`config.mk`:
```
export PLATFORM = sky130hd
export DESIGN_NAME = multicycle_control
export DESIGN_NICKNAME = d
export VERILOG_FILES = /design/src/rtl/multicycle_control.sv
export SDC_FILE = /design/constraint.sdc
export NUM_CORES = 1
export LEC_CHECK = 0
export CORE_MARGIN = 2
export CORE_UTILIZATION = 41
export CTS_CLUSTER_DIAMETER = 50
export DETAILED_ROUTE_END_ITERATION = 8
export PLACE_DENSITY_LB_ADDON = 0.25
export SLEW_MARGIN = 20
export SYNTH_ARGS = -nofsm -noshare
export SYNTH_HDL_FRONTEND = slang
export SYNTH_SLANG_ARGS = --single-unit
```
`constraint.sdc`:
```
create_clock -name clk -period 2 [get_ports clk]
set_input_delay 0.4 -clock clk [delete_from_list [all_inputs] [get_ports clk]]
set_output_delay 0.4 -clock clk [all_outputs]
set_load 0.005 [all_outputs]
```
`src/rtl/multicycle_control.sv`:
```
// Multi-cycle control sequencer for the MIPS32 shared-datapath core.
// Walks each instruction through fetch/decode/execute/memory/writeback
// states and drives the datapath mux selects and write enables. The
// memory states stall until the unified memory port reports ready.
//
// Ports:
//   clk, reset  - system clock, synchronous active-high reset
//   opcode      - IR[31:26], sampled in DECODE and MEMADR
//   mem_ready   - memory port completes the current access this cycle
//   pc_write, branch, iord, mem_read, mem_write, ir_write, reg_dst,
//   mem_to_reg, reg_write, alu_src_a, alu_src_b, alu_op, pc_src
//               - datapath controls decoded from the current state
//   instr_done  - pulse on the final cycle of an instruction
//   illegal_op  - pulse in DECODE for an unsupported opcode
//   state       - current state code, for debug
module multicycle_control #(
  parameter int unsigned OPCODE_W = 6
) (
  input  logic                clk,
  input  logic                reset,
  input  logic [OPCODE_W-1:0] opcode,
  input  logic                mem_ready,
  output logic                pc_write,
  output logic                branch,
  output logic                iord,
  output logic                mem_read,
  output logic                mem_write,
  output logic                ir_write,
  output logic                reg_dst,
  output logic                mem_to_reg,
  output logic                reg_write,
  output logic                alu_src_a,
  output logic [1:0]          alu_src_b,
  output logic [1:0]          alu_op,
  output logic [1:0]          pc_src,
  output logic                instr_done,
  output logic                illegal_op,
  output logic [3:0]          state
);

  localparam logic [OPCODE_W-1:0] OpRtype = OPCODE_W'(6'b000000);
  localparam logic [OPCODE_W-1:0] OpLw    = OPCODE_W'(6'b100011);
  localparam logic [OPCODE_W-1:0] OpSw    = OPCODE_W'(6'b101011);
  localparam logic [OPCODE_W-1:0] OpBeq   = OPCODE_W'(6'b000100);
  localparam logic [OPCODE_W-1:0] OpAddi  = OPCODE_W'(6'b001000);
  localparam logic [OPCODE_W-1:0] OpJ     = OPCODE_W'(6'b000010);

  typedef enum logic [3:0] {
    StFetch   = 4'd0,
    StDecode  = 4'd1,
    StMemAdr  = 4'd2,
    StMemRd   = 4'd3,
    StMemWb   = 4'd4,
    StMemWr   = 4'd5,
    StExecute = 4'd6,
    StAluWb   = 4'd7,
    StBeq     = 4'd8,
    StAddiEx  = 4'd9,
    StAddiWb  = 4'd10,
    StJump    = 4'd11
  } state_e;

  state_e state_q, state_d;

  always_ff @(posedge clk) begin
    if (reset) begin
      state_q <= StFetch;
    end else begin
      state_q <= state_d;
    end
  end

  assign state = state_q;

  always_comb begin
    state_d    = state_q;
    pc_write   = 1'b0;
    branch     = 1'b0;
    iord       = 1'b0;
    mem_read   = 1'b0;
    mem_write  = 1'b0;
    ir_write   = 1'b0;
    reg_dst    = 1'b0;
    mem_to_reg = 1'b0;
    reg_write  = 1'b0;
    alu_src_a  = 1'b0;
    alu_src_b  = 2'b00;
    alu_op     = 2'b00;
    pc_src     = 2'b00;
    instr_done = 1'b0;
    illegal_op = 1'b0;

    case (state_q)
      StFetch: begin
        mem_read  = 1'b1;
        alu_src_b = 2'b01;
        ir_write  = mem_ready;
        pc_write  = mem_ready;
        if (mem_ready) begin
          state_d = StDecode;
        end
      end
      StDecode: begin
        alu_src_b = 2'b11;
        case (opcode)
          OpRtype:    state_d = StExecute;
          OpLw, OpSw: state_d = StMemAdr;
          OpBeq:      state_d = StBeq;
          OpAddi:     state_d = StAddiEx;
          OpJ:        state_d = StJump;
          default: begin
            state_d    = StFetch;
            illegal_op = 1'b1;
          end
        endcase
      end
      StMemAdr: begin
        alu_src_a = 1'b1;
        alu_src_b = 2'b10;
        state_d   = (opcode == OpLw) ? StMemRd : StMemWr;
      end
      StMemRd: begin
        iord     = 1'b1;
        mem_read = 1'b1;
        if (mem_ready) begin
          state_d = StMemWb;
        end
      end
      StMemWb: begin
        mem_to_reg = 1'b1;
        reg_write  = 1'b1;
        instr_done = 1'b1;
        state_d    = StFetch;
      end
      StMemWr: begin
        iord      = 1'b1;
        mem_write = 1'b1;
        if (mem_ready) begin
          instr_done = 1'b1;
          state_d    = StFetch;
        end
      end
      StExecute: begin
        alu_src_a = 1'b1;
        alu_op    = 2'b10;
        state_d   = StAluWb;
      end
      StAluWb: begin
        reg_dst    = 1'b1;
        reg_write  = 1'b1;
        instr_done = 1'b1;
        state_d    = StFetch;
      end
      StBeq: begin
        alu_src_a  = 1'b1;
        alu_op     = 2'b01;
        pc_src     = 2'b01;
        branch     = 1'b1;
        instr_done = 1'b1;
        state_d    = StFetch;
      end
      StAddiEx: begin
        alu_src_a = 1'b1;
        alu_src_b = 2'b10;
        state_d   = StAddiWb;
      end
      StAddiWb: begin
        reg_write  = 1'b1;
        instr_done = 1'b1;
        state_d    = StFetch;
      end
      StJump: begin
        pc_src     = 2'b10;
        pc_write   = 1'b1;
        instr_done = 1'b1;
        state_d    = StFetch;
      end
      // Codes 12-15 are unreachable; recover to fetch.
      default: state_d = StFetch;
    endcase

    // During reset the outputs look like an idle FETCH: every enable is
    // suppressed so an aborted instruction cannot write anything.
    if (reset) begin
      pc_write   = 1'b0;
      branch     = 1'b0;
      iord       = 1'b0;
      mem_read   = 1'b0;
      mem_write  = 1'b0;
      ir_write   = 1'b0;
      reg_dst    = 1'b0;
      mem_to_reg = 1'b0;
      reg_write  = 1'b0;
      alu_src_a  = 1'b0;
      alu_src_b  = 2'b01;
      alu_op     = 2'b00;
      pc_src     = 2'b00;
      instr_done = 1'b0;
      illegal_op = 1'b0;
    end
  end

endmodule
```
Word-level counts from Yosys, hierarchy flattened

Cells that the tools add are included.

Bits in registers: 4
Input port bits: 9
Output and inout bits: 22
Word-level logic and storage cells: 69

Equal/unequal tests: 19
Muxes and demuxes: 38
Reduce and logical (&&, ||, !) cells: 11

Operators by type and width:

| operator                                                              | count |
|---|---|
| 4-bit case mux with 7 select lines                                    | 1 |
| 1-bit 2-to-1 mux                                                      | 24 |
| 4-bit case mux with 5 select lines                                    | 1 |
| 4-bit by 3-bit equality test with 1-bit output, second input constant | 4 |
| 4-bit equality test, second input constant                            | 4 |
| 6-bit equality test, second input constant                            | 2 |
| 4-bit 2-to-1 mux                                                      | 3 |
| 4-bit by 2-bit equality test with 1-bit output, second input constant | 2 |
| 2-bit case mux with 2 select lines                                    | 2 |
| 2-bit OR reduction                                                    | 4 |
| 6-bit by 2-bit equality test with 1-bit output, second input constant | 1 |
| 6-bit by 3-bit equality test with 1-bit output, second input constant | 1 |
| 6-bit by 4-bit equality test with 1-bit output, second input constant | 1 |
| 6-bit zero test                                                       | 1 |
| 2-bit 2-to-1 mux                                                      | 3 |
| 2-bit != test, second input constant                                  | 3 |
| 2-bit case mux with 3 select lines                                    | 1 |
| 6-bit OR reduction                                                    | 1 |
| 5-bit OR reduction                                                    | 1 |
| 4-bit by 1-bit equality test with 1-bit output, second input constant | 1 |
| 4-bit zero test                                                       | 1 |
| 1-bit case mux with 2 select lines                                    | 2 |
| 4-bit OR reduction                                                    | 1 |
| 3-bit 2-to-1 mux                                                      | 1 |
| 2 further kinds                                                       | 2 |

Depth between registers and ports, before layout

Depth in word-level cells: 5
Gate-level depth with buffers: 5
Depth with buffers taken out: 4

Worst setup path after synthesis

No wires, ideal clock.

Path kind: input to output
Start: input port opcode[1]
End: output port illegal_op
Data arrival time: 1.082 ns
Slack: 0.518 ns
Cell stages on the path: 4
Buffers on the path: 0
Cell sequence: xnor2_1 -> nand2b_1 -> a31o_1 -> a211oi_1

Longest elaborated chain between the ends: 5

RTL lines:

| element                                     | line | RTL |
|---|---|---|
| start: declaration                          | 21   | `input logic [OPCODE_W-1:0] opcode,` |
| 6-bit equality test (tied with other cells) | 105  | `case (opcode)` |
| 6-bit OR reduction (no source line) *       | --   |  |
| 1-bit 2-to-1 mux *                          | 105  |  |
| 1-bit 2-to-1 mux *                          | 93   | `case (state_q)` |
| 1-bit 2-to-1 mux *                          | 184  | `if (reset) begin` |
| end: declaration                            | 37   | `output logic illegal_op,` |

Every way passes the cells marked *; elsewhere a longest branch is shown, timed or not.

Worst setup path after layout

Same ends and word-level chain as after synthesis.

==> out/qor.tcl <==
set qor(grt_first_pass_wirelength_um) 3933
set qor(synth_area_leaders) {dfxtp_1 14%, nor2_1 8.3%, and3_1 6.4%}
set qor(clkSinkCount) 4
set qor(setup_repair_after_global_routing_missed_its_margin) {yes}
set qor(sw_power_uw) 105.5
set qor(total_track_usage) 0.2856
set qor(ir_worst_vdd_mv) 0.3154
set qor(route.final.wire_length_um) 2653
set qor(wl_per_cell_um) 16.48
set qor(clk-insertion-delay-late_ns) 0.24
set qor(worst_hold_path.endpoint) {state[1]}
set qor(grt_max_degree) 11
set qor(rows) 13
set qor(register_bit_count_reported_by_yosys) 4
set qor(depth_of_the_cts_h_tree) 1
set qor(ctsLongestPathBuffers) 2
set qor(final.min_clock_period_ns) 1.955
set qor(drt_iter0_markers) 39
set qor(count_of_vias_placed_by_the_detailed_router) 927
set qor(dieHeight_um) 41.87
set qor(num-nets-final) 157
set qor(synth.net_count) 96
set qor(finalHoldWorstSlack_ns) 0.6893
set qor(worst_path_largest_cell_delay_ns) 0.27
set qor(critPathRequiredTime_ns) 1.60
set qor(total_power_uw) 339.3
set qor(cts_hold_buf) 0
set qor(dieArea_mm2) 0.001753
set qor(hold_depth) 3
set qor(rrSetupSlack_ns) 0.55
set qor(timing.hold.worst.class) {flop to flop}
set qor(post-synth-top-area-cell) {dfxtp_1}
set qor(worstMarginPinSlew_ns) 0.4768
set qor(worstPathArrival_ns) 1.56
set qor(route.antenna.remaining_nets) 0
set qor(timing.max_cap.violations) 0
set qor(routed_length_on_met2_um) 1403
set qor(clock_power_share) 0.302
set qor(clk_pin_slew_ns) 0.04
set qor(global_route.overflow_total) 0
set qor(slew_violations) 0
set qor(placement.setup.worst_slack_ns) -0.5083
set qor(cts_tree) {yes}
set qor(cts_buffers) 3
set qor(commonest_non_fill_non_tap_cell_in_the_layout) {buf_4}
set qor(highest_metal_layer_used_by_the_detailed_router) {met4}
set qor(antenna_violations_before_repair) 0
set qor(pwr_density_cell_mw_per_mm2) 287.0
set qor(timing.final.hold_violations) 0
set qor(p_int_uw) 233.8
set qor(fin_setup_tns_ns) 0
set qor(cts_root_buffer) {clkbuf_4}
set qor(post-route-period-util) 0.9777
set qor(timing.critical_path.fanout_max) 3
set qor(first_global_vias) 906
set qor(post_drt_via_cell_ratio) 5.758
set qor(power.share.combinational) 0.437
set qor(worstReg2RegStart) {state[0]}
set qor(number_of_flip_flops_in_the_largest_register) 4
set qor(initial_util) 0.4463
set qor(status) {finished, final reports clean}
set qor(postPlaceCellArea_mm2) 0.001062
set qor(met1_length_um) 997
set qor(timing.rr.end) {state[2]}
set qor(crit_path_start_kind) {primary input}
set qor(postLayoutCellArea_mm2) 0.001182
set qor(pwr-share-seq) 0.261
set qor(non_filler_instance_count_after_layout) 161
set qor(hp-start) {state[3]}
set qor(postSynthAreaPerCell_um2) 6.759
set qor(critical_path_start_end_classification) {primary input to output port}
set qor(utilization) 0.8974
set qor(final.setup.worst_slack_ns) 0.04457
set qor(critPathCaptureType) {output port}
set qor(layout-area-overhead-vs-synth_pct) 101.1
set qor(pin_count) 31
set qor(detailed_place_hpwl_um) 1799
set qor(relative_slew_margins) 0.6792
set qor(ys_types) 37
set qor(post_route_cells_drive_above_1_share) 0.3699
set qor(synth_seq_area_share) 0.1362
set qor(reg2regPathDepth) 4
set qor(crit_path_top_delay_cell) {dlygate4sd2_1}
set qor(diodes) 0
set qor(final_cell_mix) {29 x buf_4, 13 x nor2_1, 13 x dlygate4sd2_1}
set qor(final_setup_violation_count) 0
set qor(yosysTopAreaCellShare) 0.1362
set qor(met3RoutedLength_um) 181
set qor(dieWidth_um) 41.87
set qor(firstDrtPassIters) 4
set qor(fp.coreArea_mm2) 0.001318
set qor(synth.yosys.warnings) 0
set qor(buffer_ports.inserted) 30
set qor(drc_errors) 0
set qor(syn-cell-area_um2) 588.1
set qor(post_synth_inst_count) 87
set qor(gp_congestion) 0.9004
set qor(power.static_leakage_nw) 0.6094
set qor(netSwitchingFraction) 0.3109
set qor(dp.cells) 152
set qor(upper_clock_frequency_limit_mhz) 511.4
set qor(finClkSkew_ns) 0.002074
set qor(ordered_list_of_cells_on_the_worst_path) {dlygate4sd2_1, xnor2_1, nand2b_1, a31o_1, a211oi_2, buf_2}
==> how the worst max path moves through the flow <==
| stage | from | end | slack (ns) | cells past startpoint |
|---|---|---|---|---|
| after floorplan | opcode[1] | illegal_op | 0.52 | 4 |
| after global placement | opcode[1] | illegal_op | -0.46 | 6 |
| after detailed placement | opcode[1] | illegal_op | -0.51 | 6 |
| after CTS | state[2] | iord | 0.003 | 4 |
| after global routing | state[0] | pc_src[1] | -0.04 | 4 |
| final | opcode[1] | illegal_op | 0.04 | 6 |
==> kinds of logic after synthesis <==
group | share of synthesized area
AO/OA/AOI/OAI | 0.2851
XOR/XNOR | 0.02979
buffers and inverters | 0.08082
flip-flops | 0.1362
multiplexers | 0.01702
AND/OR/NAND/NOR | 0.4511
==> final cells by class <==
class                   count  area [µm²]
repair buffers             62       541.8
multi-input cells          75       501.7
fillers                    63       135.1
flip-flops and latches      4       90.09
clock buffers               3       22.52
well taps                  15       18.77
inverters                   2       7.507
==> cell usage after synthesis (all sizes together) <==
| cell | n |
|---|---|
| xor2 | 1 |
| a31oi | 2 |
| nor2 | 14 |
| a211o | 1 |
| nor3 | 6 |
| nor4 | 2 |
| o22a | 2 |
| nor2b | 5 |
| o31ai | 3 |
| a31o | 1 |
| o32a | 2 |
| nand4 | 1 |
| a21o | 1 |
| o21ai | 2 |
| nand3 | 2 |
| nand2b | 5 |
| xnor2 | 1 |
| mux2i | 1 |
| a21oi | 4 |
| buf | 6 |
| o21bai | 1 |
| nand2 | 8 |
| a211oi | 3 |
| or2 | 1 |
| inv | 2 |
| dfxtp | 4 |
| and3 | 6 |
==> power by group through the flow <==
stage                     registers [mW]  clock network [mW]  logic (mW)
after global routing              0.0893               0.109       0.158
after global placement            0.0900                   0       0.127
final                             0.0887               0.102       0.148
after detailed placement          0.0900                   0       0.132
after CTS                         0.0877               0.101       0.138
after floorplan                   0.0861                   0      0.0555
==> critical path: cells and delay by family <==
kind            cells  cell delay [ns]
compound gates      2             0.42
xor+xnor            1             0.22
simple gates        1             0.09
buf+inv             2             0.41
==> metal layers <==
layer  vias to the layer above  GRT usage
li1                        434          -
met1                       426     0.3168
met2                        57     0.5219
met3                        10    0.07391
met4                         0    0.09032
met5                         -          0
==> repair_timing <==
action,CTS,global route
pin swaps,5,2
gates resized for setup,32,10
buffers inserted,6,0
endpoints found under the setup margin,18,7
endpoints found under the hold margin,0,0
(Power assumes the default switching activity.)
